==> config.mk <==
export PLATFORM = sky130hd
export DESIGN_NAME = stream_source_gen
export DESIGN_NICKNAME = d
export VERILOG_FILES = /design/src/rtl/stream_gen_pkg.sv /design/src/rtl/stream_gen_next.sv /design/src/rtl/stream_source_gen.sv
export SDC_FILE = /design/constraint.sdc
export NUM_CORES = 1
export LEC_CHECK = 0
export ABC_AREA = 1
export CAP_MARGIN = 20
export CORE_MARGIN = 4
export CORE_UTILIZATION = 43
export DETAILED_ROUTE_END_ITERATION = 6
export DONT_BUFFER_PORTS = 1
export MAX_ROUTING_LAYER = met4
export PLACE_DENSITY = 0.65
export SYNTH_ARGS = -nofsm -noshare
export SYNTH_HDL_FRONTEND = slang
export SYNTH_SLANG_ARGS = --single-unit
==> constraint.sdc <==
create_clock -name clk_i -period 2.5 [get_ports clk_i]
set_clock_uncertainty 0.1 [all_clocks]
set_input_delay 0.625 -clock clk_i [delete_from_list [all_inputs] [get_ports clk_i]]
set_output_delay 0.625 -clock clk_i [all_outputs]
set_load 0.03 [all_outputs]
==> src/rtl/stream_gen_pkg.sv <==
// Shared types for the stream source generator: pattern modes and FSM states.
package stream_gen_pkg;

  typedef enum logic [1:0] {
    MODE_INC   = 2'd0,
    MODE_DEC   = 2'd1,
    MODE_LFSR  = 2'd2,
    MODE_CONST = 2'd3
  } mode_e;

  typedef enum logic [1:0] {
    ST_IDLE = 2'd0,
    ST_SEND = 2'd1,
    ST_GAP  = 2'd2
  } state_e;

endpackage

==> src/rtl/stream_gen_next.sv <==
// Combinational next-value unit for the stream data patterns; reusable by checkers.
module stream_gen_next
  import stream_gen_pkg::*;
#(
  parameter int unsigned       DATA_W    = 8,
  parameter logic [DATA_W-1:0] LFSR_POLY = DATA_W'(8'hB8)
) (
  input  mode_e             mode_i,
  input  logic [DATA_W-1:0] data_i,
  output logic [DATA_W-1:0] data_o
);

  always_comb begin
    // NOTE: default assignment first so every path drives data_o and no latch is inferred.
    data_o = data_i;
    case (mode_i)
      MODE_INC:  data_o = data_i + DATA_W'(1);
      MODE_DEC:  data_o = data_i - DATA_W'(1);
      MODE_LFSR: data_o = data_i[0] ? ((data_i >> 1) ^ LFSR_POLY) : (data_i >> 1);
      default:   data_o = data_i;
    endcase
  end

endmodule

==> src/rtl/stream_source_gen.sv <==
// Programmable valid/ready stimulus source: pattern, burst length, inter-beat gap,
// stop control and completion pulse. All outputs are registered.
module stream_source_gen
  import stream_gen_pkg::*;
#(
  parameter int unsigned       DATA_W    = 8,
  parameter int unsigned       CNT_W     = 16,
  parameter int unsigned       GAP_W     = 4,
  parameter logic [DATA_W-1:0] LFSR_POLY = DATA_W'(8'hB8)
) (
  input  logic              clk_i,
  input  logic              rstn_i,
  input  logic              start_i,
  input  logic [1:0]        mode_i,
  input  logic [CNT_W-1:0]  len_i,
  input  logic [GAP_W-1:0]  gap_i,
  input  logic [DATA_W-1:0] seed_i,
  input  logic              stop_i,
  output logic              valid_o,
  input  logic              ready_i,
  output logic [DATA_W-1:0] data_o,
  output logic              busy_o,
  output logic              done_o,
  output logic [CNT_W-1:0]  sent_cnt_o
);

  state_e            state_q, state_d;
  mode_e             mode_q, mode_d;
  logic [CNT_W-1:0]  len_q, len_d;
  logic [GAP_W-1:0]  gap_q, gap_d;
  logic [GAP_W-1:0]  gap_cnt_q, gap_cnt_d;
  logic [DATA_W-1:0] data_q, data_d;
  logic [CNT_W-1:0]  cnt_q, cnt_d;
  logic              valid_q, valid_d;
  logic              busy_q, busy_d;
  logic              done_q, done_d;

  logic              xfer;
  logic [CNT_W-1:0]  cnt_inc;
  logic              last_beat;
  logic [DATA_W-1:0] data_nxt;

  assign xfer      = valid_q & ready_i;
  assign cnt_inc   = cnt_q + CNT_W'(1);
  assign last_beat = (len_q != '0) && (cnt_inc == len_q);

  stream_gen_next #(
    .DATA_W    (DATA_W),
    .LFSR_POLY (LFSR_POLY)
  ) u_next (
    .mode_i (mode_q),
    .data_i (data_q),
    .data_o (data_nxt)
  );

  always_ff @(posedge clk_i) begin
    if (!rstn_i) state_q <= ST_IDLE;
    else         state_q <= state_d;
  end

  // A pending beat must transfer before stop is honoured; in GAP stop exits at once.
  always_comb begin
    state_d = state_q;
    case (state_q)
      ST_IDLE: if (start_i) state_d = ST_SEND;
      ST_SEND: begin
        if (xfer) begin
          if (last_beat || stop_i) state_d = ST_IDLE;
          else if (gap_q != '0)    state_d = ST_GAP;
        end
      end
      ST_GAP: begin
        if (stop_i)                          state_d = ST_IDLE;
        else if (gap_cnt_q == GAP_W'(1))     state_d = ST_SEND;
      end
      default: state_d = ST_IDLE;
    endcase
  end

  always_comb begin
    mode_d    = mode_q;
    len_d     = len_q;
    gap_d     = gap_q;
    gap_cnt_d = gap_cnt_q;
    data_d    = data_q;
    cnt_d     = cnt_q;
    done_d    = 1'b0;
    valid_d   = (state_d == ST_SEND);
    busy_d    = (state_d != ST_IDLE);
    case (state_q)
      ST_IDLE: begin
        if (start_i) begin
          mode_d = mode_e'(mode_i);
          len_d  = len_i;
          gap_d  = gap_i;
          cnt_d  = '0;
          // An all-zero LFSR state would lock up, so substitute 1.
          data_d = (mode_e'(mode_i) == MODE_LFSR && seed_i == '0) ? DATA_W'(1) : seed_i;
        end
      end
      ST_SEND: begin
        if (xfer) begin
          cnt_d     = cnt_inc;
          data_d    = data_nxt;
          gap_cnt_d = gap_q;
          done_d    = (state_d == ST_IDLE);
        end
      end
      ST_GAP: begin
        gap_cnt_d = gap_cnt_q - GAP_W'(1);
        done_d    = (state_d == ST_IDLE);
      end
      default: ;
    endcase
  end

  always_ff @(posedge clk_i) begin
    // NOTE: non-blocking assignments so every register samples pre-edge values.
    if (!rstn_i) begin
      mode_q    <= MODE_INC;
      len_q     <= '0;
      gap_q     <= '0;
      gap_cnt_q <= '0;
      data_q    <= '0;
      cnt_q     <= '0;
      valid_q   <= 1'b0;
      busy_q    <= 1'b0;
      done_q    <= 1'b0;
    end else begin
      mode_q    <= mode_d;
      len_q     <= len_d;
      gap_q     <= gap_d;
      gap_cnt_q <= gap_cnt_d;
      data_q    <= data_d;
      cnt_q     <= cnt_d;
      valid_q   <= valid_d;
      busy_q    <= busy_d;
      done_q    <= done_d;
    end
  end

  assign valid_o    = valid_q;
  assign data_o     = data_q;
  assign busy_o     = busy_q;
  assign done_o     = done_q;
  assign sent_cnt_o = cnt_q;

endmodule

==> impl_metrics.ini <==
[run_status]
status = complete, no violations

[setup_path]
crit_fanout = 7
crit_type = flip-flop to flip-flop
required_ns = 2.65
slowest_stage = fa_1
startpoint_type = flip-flop
cp-end-kind = flip-flop
worst_ep_arrival_time_ns = 2.36
reg2regPathDepth = 15
slowest_delay_ns = 0.41
crit_top_cell = nand2_1
crit_chain = inv_1 > nor2_2 > buf_6 > inv_1 > fa_1 > nor2_1 > o21ai_0 > nand2_1 > nand2_1 > nand2_1 > nand2_1 > nand2_1 > xor2_1 > o21bai_1 > a21oi_1

[power]
peakVddDrop_uv = 255
p_leak_uw = 0.00166
p_per_area_nw_per_um2 = 531

[drt]
wl_mm = 8.58
highest_layer = met4
wl_met1_mm = 3.81
vias = 3318
drtIter0Drc = 144
final_antenna_net_count = 0
wire_per_inst_um = 13.3
dr.pass1.iters = 4
wl_met2_mm = 3.92
dr_wl_met3_um = 641
drc = 0
viasPerCell = 5.14

[logic_synthesis]
synthArstFlopShare = 0
yosysSeqAreaShare = 0.325
synth_nets = 568
yosys_warnings = 0
avgSynthCellArea_um2 = 6.52
synth_area_leaders = dfxtp_1 (33%), nand2_1 (13%), nor2_1 (7.5%)
synth_cells = 519
synth_top_area_frac = 0.325
synthFlopType = dfxtp_1
yosys_register_bits = 55
synth_edf_count = 0
synth_area_leader_cell = dfxtp_1
syn-cell-area_um2 = 3380
synth.distinct_cells = 36

[place]
globalplace.congestion = 0.951
hpwlAfterDp_mm = 6.63
port_buffers = 0

[clocking]
cts_hold_buffers = 0
root_buffer = clkbuf_8
cts_setup_buffers = 0
tritoncts.num_buffers = 5
h-tree-depth = 2
cts-resized-gates = 0
cts_tree = done
cts_buffer_depth = 2
clk_pin_slew_ns = 0.10
cts_sinks = 55
clkLatencyLatePin_ns = 0.31

[cells_and_area]
num-nets-final = 591
drive_gt1_frac = 0.110
area_growth_pct = 12.1
utilization = 0.493

[floorplanning]
pin_count = 62
start_util = 0.440
chipWidth_um = 96.7
fp.dieH_um = 96.7
fp.coreArea_um2 = 7690
fp-row-count = 32
fp.dieArea_um2 = 9350

[grt]
gr-usage-all-layers = 0.187
grt_pass1_wl_mm = 14.3
grt_max_degree = 36
grt_pass1_vias = 3161
overflow = 0
antenna_found_initial = 0

[sta]
slew_viol_final = 0
fmaxAchievable_mhz = 452
relSlewSlack = 0.725
final-hold-violation-count = 0
fin_setup_tns_ns = 0
final.min_clock_period_ns = 2.21
finalCritPeriodShare = 0.886
rsz0062_at_grt = no
worstMarginPinSlew_ns = 0.412
setup-violations-final = 0

[hold_path]
min_path_type = input port to flip-flop
holdPathStages = 2

[flow_run]
maxCapViolations = 0
-- final timing paths --
check,startpoint,end,slack (ns)
worst max-delay path,mode_q[0]$_SDFFE_PN0P_,data_o[6]$_SDFFE_PN0P_,0.29
worst min-delay path,rstn_i,len_q[0]$_SDFFE_PN0P_,0.34
worst max register to register,mode_q[0]$_SDFFE_PN0P_,data_o[6]$_SDFFE_PN0P_,0.29
worst min register to register,gap_q[3]$_SDFFE_PN0P_,gap_q[3]$_SDFFE_PN0P_,0.38
-- registers in the layout, summed over array words and instances, names as in the netlist --
register,flops
data_o,8
busy_o,1
done_o,1
sent_cnt_o,16
valid_o,1
mode_q,2
state_q,2
len_q,16
gap_cnt_q,4
gap_q,4
-- cells in the mapped netlist (3+ instances only) --
cell	n
nor2_1	68
o21ai_0	48
nand4_1	5
nand3b_1	5
a21oi_1	50
nand2_2	3
nand3_1	35
clkbuf_1	12
nand2_1	115
nor2_4	4
nor2_2	4
dfxtp_1	55
ha_1	13
inv_1	63
nor3_1	3
xor2_1	8
-- cells by family (layout without fill, tap and decap cells) --
kind of cell,after synthesis,after routing,share of synthesized area
AND/OR/NAND/NOR,249,249,0.322
AO/OA/AOI/OAI,111,111,0.174
buffers and inverters,79,103,0.0913
flip-flops,55,55,0.325
adder cells (fa/ha/maj),14,14,0.0540
XOR/XNOR,11,11,0.0325
other,0,1,0
-- cell type report --
| cell class | count | area [um^2] |
|---|---|---|
| Fill cell | 817 | 3890 |
| Tap cell | 102 | 128 |
| Clock inverter | 1 | 7.51 |
| Timing Repair Buffer | 31 | 236 |
| Inverter | 64 | 240 |
| Clock buffer | 7 | 96.3 |
| Antenna cell | 1 | 2.50 |
| Sequential cell | 55 | 1100 |
| Multi-Input combinational cell | 385 | 1980 |
-- critical path, delay by kind of cell (launching register included) --
family	cells	cell delay [ns]
compound gates	3	0.29
xor+xnor	1	0.17
fa+ha+maj	1	0.41
buf+inv	3	0.28
flops	1	0.36
simple gates	7	0.57
-- metal layers --
metal  global-route usage  vias to the layer above
met5                    -                        -
met4               0.0648                        0
met3               0.0454                       13
met2                0.316                       92
met1                0.216                     1477
li1                     -                     1736
-- report_power, final --
part	total (uW)	internal, uW	switching (uW)
logic	466	173	293
registers	1000	938	63.0
clock network	546	253	293
total	2010	1360	649
-- cell usage in the layout (no fill, tap or decap), types with 3 or more instances in the layout --
master / synthesis / layout
o21ai_0: 48 / 48
nor2_2: 4 / 5
buf_4: 0 / 30
nand2_1: 115 / 115
inv_1: 63 / 63
a21oi_1: 50 / 49
xor2_1: 8 / 8
ha_1: 13 / 13
nand4_1: 5 / 5
nand3_1: 35 / 35
dfxtp_1: 55 / 54
nor3_1: 3 / 3
clkbuf_8: 1 / 7
nor2_1: 68 / 67
nand3b_1: 5 / 5
nor2_4: 4 / 4
nand2_2: 3 / 3
-- stage by stage --
step                      hold WS [ns]  instances  instance area (um^2)  total power (uW)  worst slack, ns
after detailed placement         0.371        637                  3670              1490            0.195
after global placement           0.368        637                  3670              1480            0.309
after CTS                        0.329        645                  3780              2030            0.184
after global routing             0.338        645                  3790              2130           0.0108
after floorplan                  0.344        519                  3380              1360            0.234
final                            0.337        646                  3790              2010            0.286
No activity file was read; power rests on OpenSTA's default activity.
